===== src/rtl/td4_prog_loader.sv =====
// Serial program loader for a TD4-style CPU: receives a framed program over a
// valid/ready byte stream, stores it in a 16x8 instruction memory and releases the CPU once the checksum matches.
module td4_prog_loader #(
  parameter logic [7:0] SYNC = 8'hA5
) (
  input  logic       CLK,
  input  logic       CLR,
  input  logic       IN_VALID,
  input  logic [7:0] IN_DATA,
  output logic       IN_READY,
  input  logic [3:0] Address,
  output logic [7:0] Order,
  output logic       CPU_HOLD,
  output logic       DONE,
  output logic       ERR
);

  typedef enum logic [2:0] {
    S_IDLE,
    S_COUNT,
    S_DATA,
    S_CHECK,
    S_LOADED,
    S_ERROR
  } state_t;

  state_t      state_reg;
  state_t      state_next;
  logic [3:0]  ptr_reg;
  logic [4:0]  remaining_reg;
  logic [7:0]  sum_reg;
  logic        done_reg;
  logic        err_reg;
  logic        hold_reg;
  logic        ready_reg;

  logic [7:0]  mem_reg [16];

  logic        xfer;
  logic        count_ok;
  logic        clear_all;
  logic        wr_en;

  assign xfer      = IN_VALID & ready_reg;
  assign count_ok  = (IN_DATA != 8'd0) && (IN_DATA <= 8'd16);
  assign clear_all = xfer && (state_reg == S_COUNT) && count_ok;
  assign wr_en     = xfer && (state_reg == S_DATA);

  always_comb begin
    state_next = state_reg;
    if (xfer) begin
      case (state_reg)
        S_IDLE:   if (IN_DATA == SYNC) state_next = S_COUNT;
        S_COUNT:  state_next = count_ok ? S_DATA : S_ERROR;
        S_DATA:   if (remaining_reg == 5'd1) state_next = S_CHECK;
        S_CHECK:  state_next = (IN_DATA == sum_reg) ? S_LOADED : S_ERROR;
        S_LOADED: state_next = S_LOADED;
        S_ERROR:  if (IN_DATA == SYNC) state_next = S_COUNT;
        default:  state_next = S_IDLE;
      endcase
    end
  end

  // Status outputs are decoded from the next state so they are registered
  // alongside state_reg and never see IN_VALID/IN_DATA combinationally.
  always_ff @(posedge CLK) begin
    if (CLR) begin
      state_reg     <= S_IDLE;
      ptr_reg       <= 4'd0;
      remaining_reg <= 5'd0;
      sum_reg       <= 8'd0;
      done_reg      <= 1'b0;
      err_reg       <= 1'b0;
      hold_reg      <= 1'b1;
      ready_reg     <= 1'b1;
    end else begin
      state_reg <= state_next;
      done_reg  <= (state_next == S_LOADED);
      err_reg   <= (state_next == S_ERROR);
      hold_reg  <= (state_next != S_LOADED);
      ready_reg <= (state_next != S_LOADED);
      if (clear_all) begin
        remaining_reg <= IN_DATA[4:0];
        ptr_reg       <= 4'd0;
        sum_reg       <= 8'd0;
      end else if (wr_en) begin
        ptr_reg       <= ptr_reg + 4'd1;
        sum_reg       <= sum_reg + IN_DATA;
        remaining_reg <= remaining_reg - 5'd1;
      end
    end
  end

  // Memory is held in flops: it must clear all words in one edge and be read with zero latency.
  generate
    for (genvar gi = 0; gi < 16; gi++) begin : g_mem
      always_ff @(posedge CLK) begin
        if (CLR || clear_all) begin
          mem_reg[gi] <= 8'h00;
        end else if (wr_en && (ptr_reg == 4'(gi))) begin
          mem_reg[gi] <= IN_DATA;
        end
      end
    end
  endgenerate

  assign Order    = mem_reg[Address];
  assign IN_READY = ready_reg;
  assign CPU_HOLD = hold_reg;
  assign DONE     = done_reg;
  assign ERR      = err_reg;

endmodule


===== config.mk =====
export PLATFORM = sky130hd
export DESIGN_NAME = td4_prog_loader
export DESIGN_NICKNAME = d
export VERILOG_FILES = /design/src/rtl/td4_prog_loader.sv
export SDC_FILE = /design/constraint.sdc
export NUM_CORES = 1
export LEC_CHECK = 0
export ABC_AREA = 1
export CAP_MARGIN = 20
export CORE_MARGIN = 5
export CORE_UTILIZATION = 45
export CTS_CLUSTER_DIAMETER = 80
export DETAILED_ROUTE_END_ITERATION = 12
export DONT_BUFFER_PORTS = 1
export MAX_ROUTING_LAYER = met4
export PLACE_DENSITY = 0.68
export SETUP_SLACK_MARGIN = 0.1
export SLEW_MARGIN = 15
export SYNTH_ARGS = -nofsm -noshare
export SYNTH_HDL_FRONTEND = slang
export SYNTH_SLANG_ARGS = --single-unit

===== constraint.sdc =====
create_clock -name CLK -period 5.5 [get_ports CLK]
set_input_delay 1.1 -clock CLK [delete_from_list [all_inputs] [get_ports CLK]]
set_output_delay 1.1 -clock CLK [all_outputs]
set_load 0.05 [all_outputs]

# Yosys cells after proc, flatten, opt, wreduce, memory -nomap -nowiden
# Memories as Yosys holds them, arrays and structs flattened.
# Cells that the tools add are included.
# op_classes
add_sub_neg	3
n_lt_le_gt_ge	1
eq_ne	26
n_mux	74
bitwise_logic	17
n_reduce_logical	27
# op_table
operator	count
$mux 8	16
$mux 1	51
$eq 4x4->1 const B	8
$logic_and 1x1->1	20
$eq 4x3->1 const B	4
$or 1x1->1	16
$pmux 3 s5	1
$eq 3x3->1 const B	4
$mux 3	4
$mux 5	2
$add 8x8->8	1
$eq 4x2->1 const B	2
$eq 8x8->1	1
$eq 8x8->1 const B	1
$le 8x5->1 const B	1
$reduce_bool 8->1	1
$eq 3x2->1 const B	2
$eq 5x1->1 const B	1
$sub 5x1->5 const B	1
$add 4x1->4 const B	1
$eq 4x1->1 const B	1
$logic_not 4->1	1
$reduce_or 2->1	2
$eq 3x1->1 const B	1
5 further kinds	5
# word_totals
reg_bits	23
mem_bits_rw	128
input_bits	15
out_inout_bits	12
word_cells	156
mem_count	1
# memory_table
name	depth	width	rd	rd_clocked_by_memory_dff	write_ports	line_no	source
mem_reg	16	8	1	0	16	37	logic [7:0] mem_reg [16];

# Logic depth before layout (Yosys ltp)
# depth
depth_word	7
ltp_mapped	11
ltp_nobuf	11

# Worst setup path after synthesis
# OpenSTA, ideal clock, no wires.
# synth_timing
kind	input -> output
from	input Address[0]
to	output Order[5]
arrival_time_ns	2.317
slack_ns	2.083
cell_stages	8
n_path_buf	3
cell_sequence	buf_2 -> buf_4 -> buf_2 -> a21oi_1 -> o21ai_0 -> o211ai_1 -> o211ai_1 -> nand2_1
# synth_via
elab_chain_cells	1
# synth_lines
element	line_no	source
start, declared	11	input logic [3:0] Address,
$mem_v2 16x8	--	
end, declared	12	output logic [7:0] Order,
# Every way passes these cells.

# Worst setup path in the final report
# layout_timing
from	input Address[1]
to	output Order[6]
# Same word-level chain as after synthesis.

==> summary.txt <==
Status
  • Status: completed

Clock network
  • Bufs on Longest Clock Path: 2
  • Cts-stage hold buffer count: 0
  • # clock sinks: 151
  • CTS clk-pin slew, worst paths: 0.06 ns
  • Post-CTS Setup Repair Bufs: 0
  • Clock latency on the worst-skew pair: 0.43 ns
  • H-tree lvl count: 4
  • Inserted Clock Buffers: 17
  • PostCTS Resize Cnt: 0
  • CTS root buf: clkbuf_16
  • CTS tree: done

Power
  • Combinational power share: around 6.4%
  • Pwr Density: 308.9 nW/um2
  • Max rail drop VDD: ~220 uV
  • Total design power: 2.631 mW
  • Clock power share: 44.9%
  • Switching part of the total power: 24.31%
  • Leakage power: 3.292 nW
  • Switch Pwr: 0.6396 mW
  • P_int: 1.991 mW
  • Seq pwr share: 48.7%

STA
  • Post-Route Skew: 0.008112 ns
  • Slew Limit Fails: 0
  • Period utilisation layout: 68.79%
  • Final TNS setup: 0 ns
  • Max-Slew Margin vs Limit: around a fifth
  • Final hold violations: 0
  • Setup violators final: 0
  • Slew @ Worst Pin: between 1 and 1.5 ns
  • RSZ-0062 raised after global routing: false
  • Tmin final: 3.783 ns
  • Worst hold slack: ~0.47 ns
  • Fmax: 264.3 MHz

Routing
  • Routed Wire Length: 18080 um
  • Residual DRC: 0
  • DR vias: 5273
  • Post-DR wirelength/cell: approximately 18 um
  • DR pass1 iterations: 5
  • Post-DRT Antenna Nets: 0
  • DR vias/cell: 5.364
  • DRT iter0 DRCs: 429

Logic synthesis
  • Synth top area cells: edfxtp_1, dfxtp_1, nor2_2
  • Synth top cells by count: edfxtp_1, nor2_1, inv_1, nor2_2, o21ai_0
  • Mapped cell area: about 8000 um2
  • Yosys warns: 0
  • #FFs+latches synth: approximately 150
  • Synth unique cells: 40
  • Most common cell in the netlist: edfxtp_1
  • Share of flip-flops with an asynchronous set or reset: 0%
  • Syn_area_per_cell: 10.29 um2
  • Syn nets: 789
  • Synth Instances: 760
  • Number of flops mapped to enable cells by yosys: 128
  • Predominant post-synthesis flop cell: edfxtp_1
  • Synth area leader: edfxtp_1
  • Top-area cell type share of the netlist area: between 40% and 50%
  • Sequential fraction of the synthesis area: 55.04%

Floorplanning
  • Die Y: 141.8 um
  • I/O pin cnt: 27
  • Die Wd: between 100 and 150 um
  • Floorplan Core Area: around 17000 um2
  • Initial Util: 45.53%
  • Die area: a little over 20000 um2
  • Floorplan row count: 48

Global routing
  • Vias in the first global route: 5200
  • Total grt overflow: 0
  • Initial antenna violation count: 1
  • Total Routing Usage GR: 18.85%
  • First-pass GRT wire length: 28100 um
  • Pin count of the biggest net entering global routing: 97

Cells and area
  • Layout cells sized above 1: 19.15%
  • Fill count: roughly 1.6k
  • Area of the multi-input gates: approximately 3000 um2
  • NumNets Final: 773
  • Layout area overhead: 8.896%
  • FF/Latch Area: 4304 um2
  • Layout Utilization: 49.58%
  • Max FFs per register: approximately 130

Worst hold path
  • HP Class: reg -> reg

Critical path
  • Worst Path Required: 4.40 ns
  • Slowest stage cell, crit path: inv_1
  • Worst-path cell chain: inv_1, o21ai_0, o211ai_1, nand2_1
  • Worst Setup End Kind: primary output
  • Critical Path AT: 2.68 ns
  • Worst setup path category: in -> out
  • CP startpoint kind: primary input
  • CP max FO: 33
  • Max incr delay on CP: 0.74 ns

Placed design
  • Port Buffer Count: 0
  • DPL Wire Length: between 10000 and 15000 um
  • RD Place Congestion: ~0.84

Flow run
  • Number of max-cap violations: 0
==> per-stage QoR <==
step | worst slack [ns] | area, um2 | cells
after floorplan | 2.083 | 7820 | 760
after global placement | 1.844 | 7913 | 948
after detailed placement | 1.751 | 7913 | 948
after CTS | 1.736 | 8503 | 980
after global routing | 1.646 | 8516 | 983
final | 1.717 | 8516 | 983
==> power groups by stage <==
| stage | clock network (mW) | registers [mW] | logic, mW |
|---|---|---|---|
| after floorplan | 0 | 1.30 | 0.147 |
| after global placement | 0 | 1.30 | 0.166 |
| after detailed placement | 0 | 1.31 | 0.168 |
| after CTS | 1.19 | 1.28 | 0.169 |
| after global routing | 1.24 | 1.28 | 0.182 |
| final | 1.18 | 1.28 | 0.169 |
==> routing by layer <==
layer,routed length [um],part of all wire [%],global-route usage (%)
met5,0,0,-
met3,1340,7.4,5.494
met2,8745,48,29.08
met1,7672,42,23.98
met4,323,1.8,6.313
==> cells by family after synthesis <==
kind of cell / share of synthesized area [%]
adder cells (fa/ha/maj): 2.336
AO/OA/AOI/OAI: 11.55
flip-flops: 55.04
multiplexers: 4.096
buffers and inverters: 6.672
XOR/XNOR: 0.6720
AND/OR/NAND/NOR: 19.63
==> cell usage in the layout (no fill, tap or decap), types with 3 or more instances in the layout <==
master,synthesis,layout
a21oi_1,56,56
nand3_4,16,16
clkinv_2,3,4
o21ai_1,10,12
mux2i_1,32,32
inv_6,0,7
nand2_2,4,4
o21ai_0,58,56
o211ai_1,32,32
dfxtp_1,23,23
edfxtp_1,128,128
nand4_1,5,5
nand2_1,55,55
nand3_1,25,25
inv_2,13,13
nor2_2,66,66
xor2_1,6,6
nor2_1,89,89
inv_1,67,67
clkinv_1,3,3
ha_1,13,13
clkbuf_16,0,17
==> critical path, delay by kind of cell <==
family	cells	cell delay, ns
buffers and inverters	1	0.74
AO/OA/AOI/OAI	2	0.50
AND/OR/NAND/NOR	1	0.34
==> final timing paths <==
kind	from	end	slack, ns	depth (start not counted)
worst max register to register	IN_READY	mem_reg[8][7]	2.04	6
worst min register to register	remaining_reg[2]	remaining_reg[2]	0.47	2
worst min-delay path	remaining_reg[2]	remaining_reg[2]	0.47	2
worst max-delay path	Address[1]	Order[6]	1.72	4
==> layout make-up <==
type	instances	share of cell area [%]
Antenna cell	1	0.02939
Clock buffer	18	5.040
Clock inverter	14	1.895
Inverter	87	3.908
Multi-Input combinational cell	485	35.16
Sequential cell	151	50.54
Tap cell	225	3.306
Timing Repair Buffer	2	0.1175
Power figures use the tool's default switching activity.
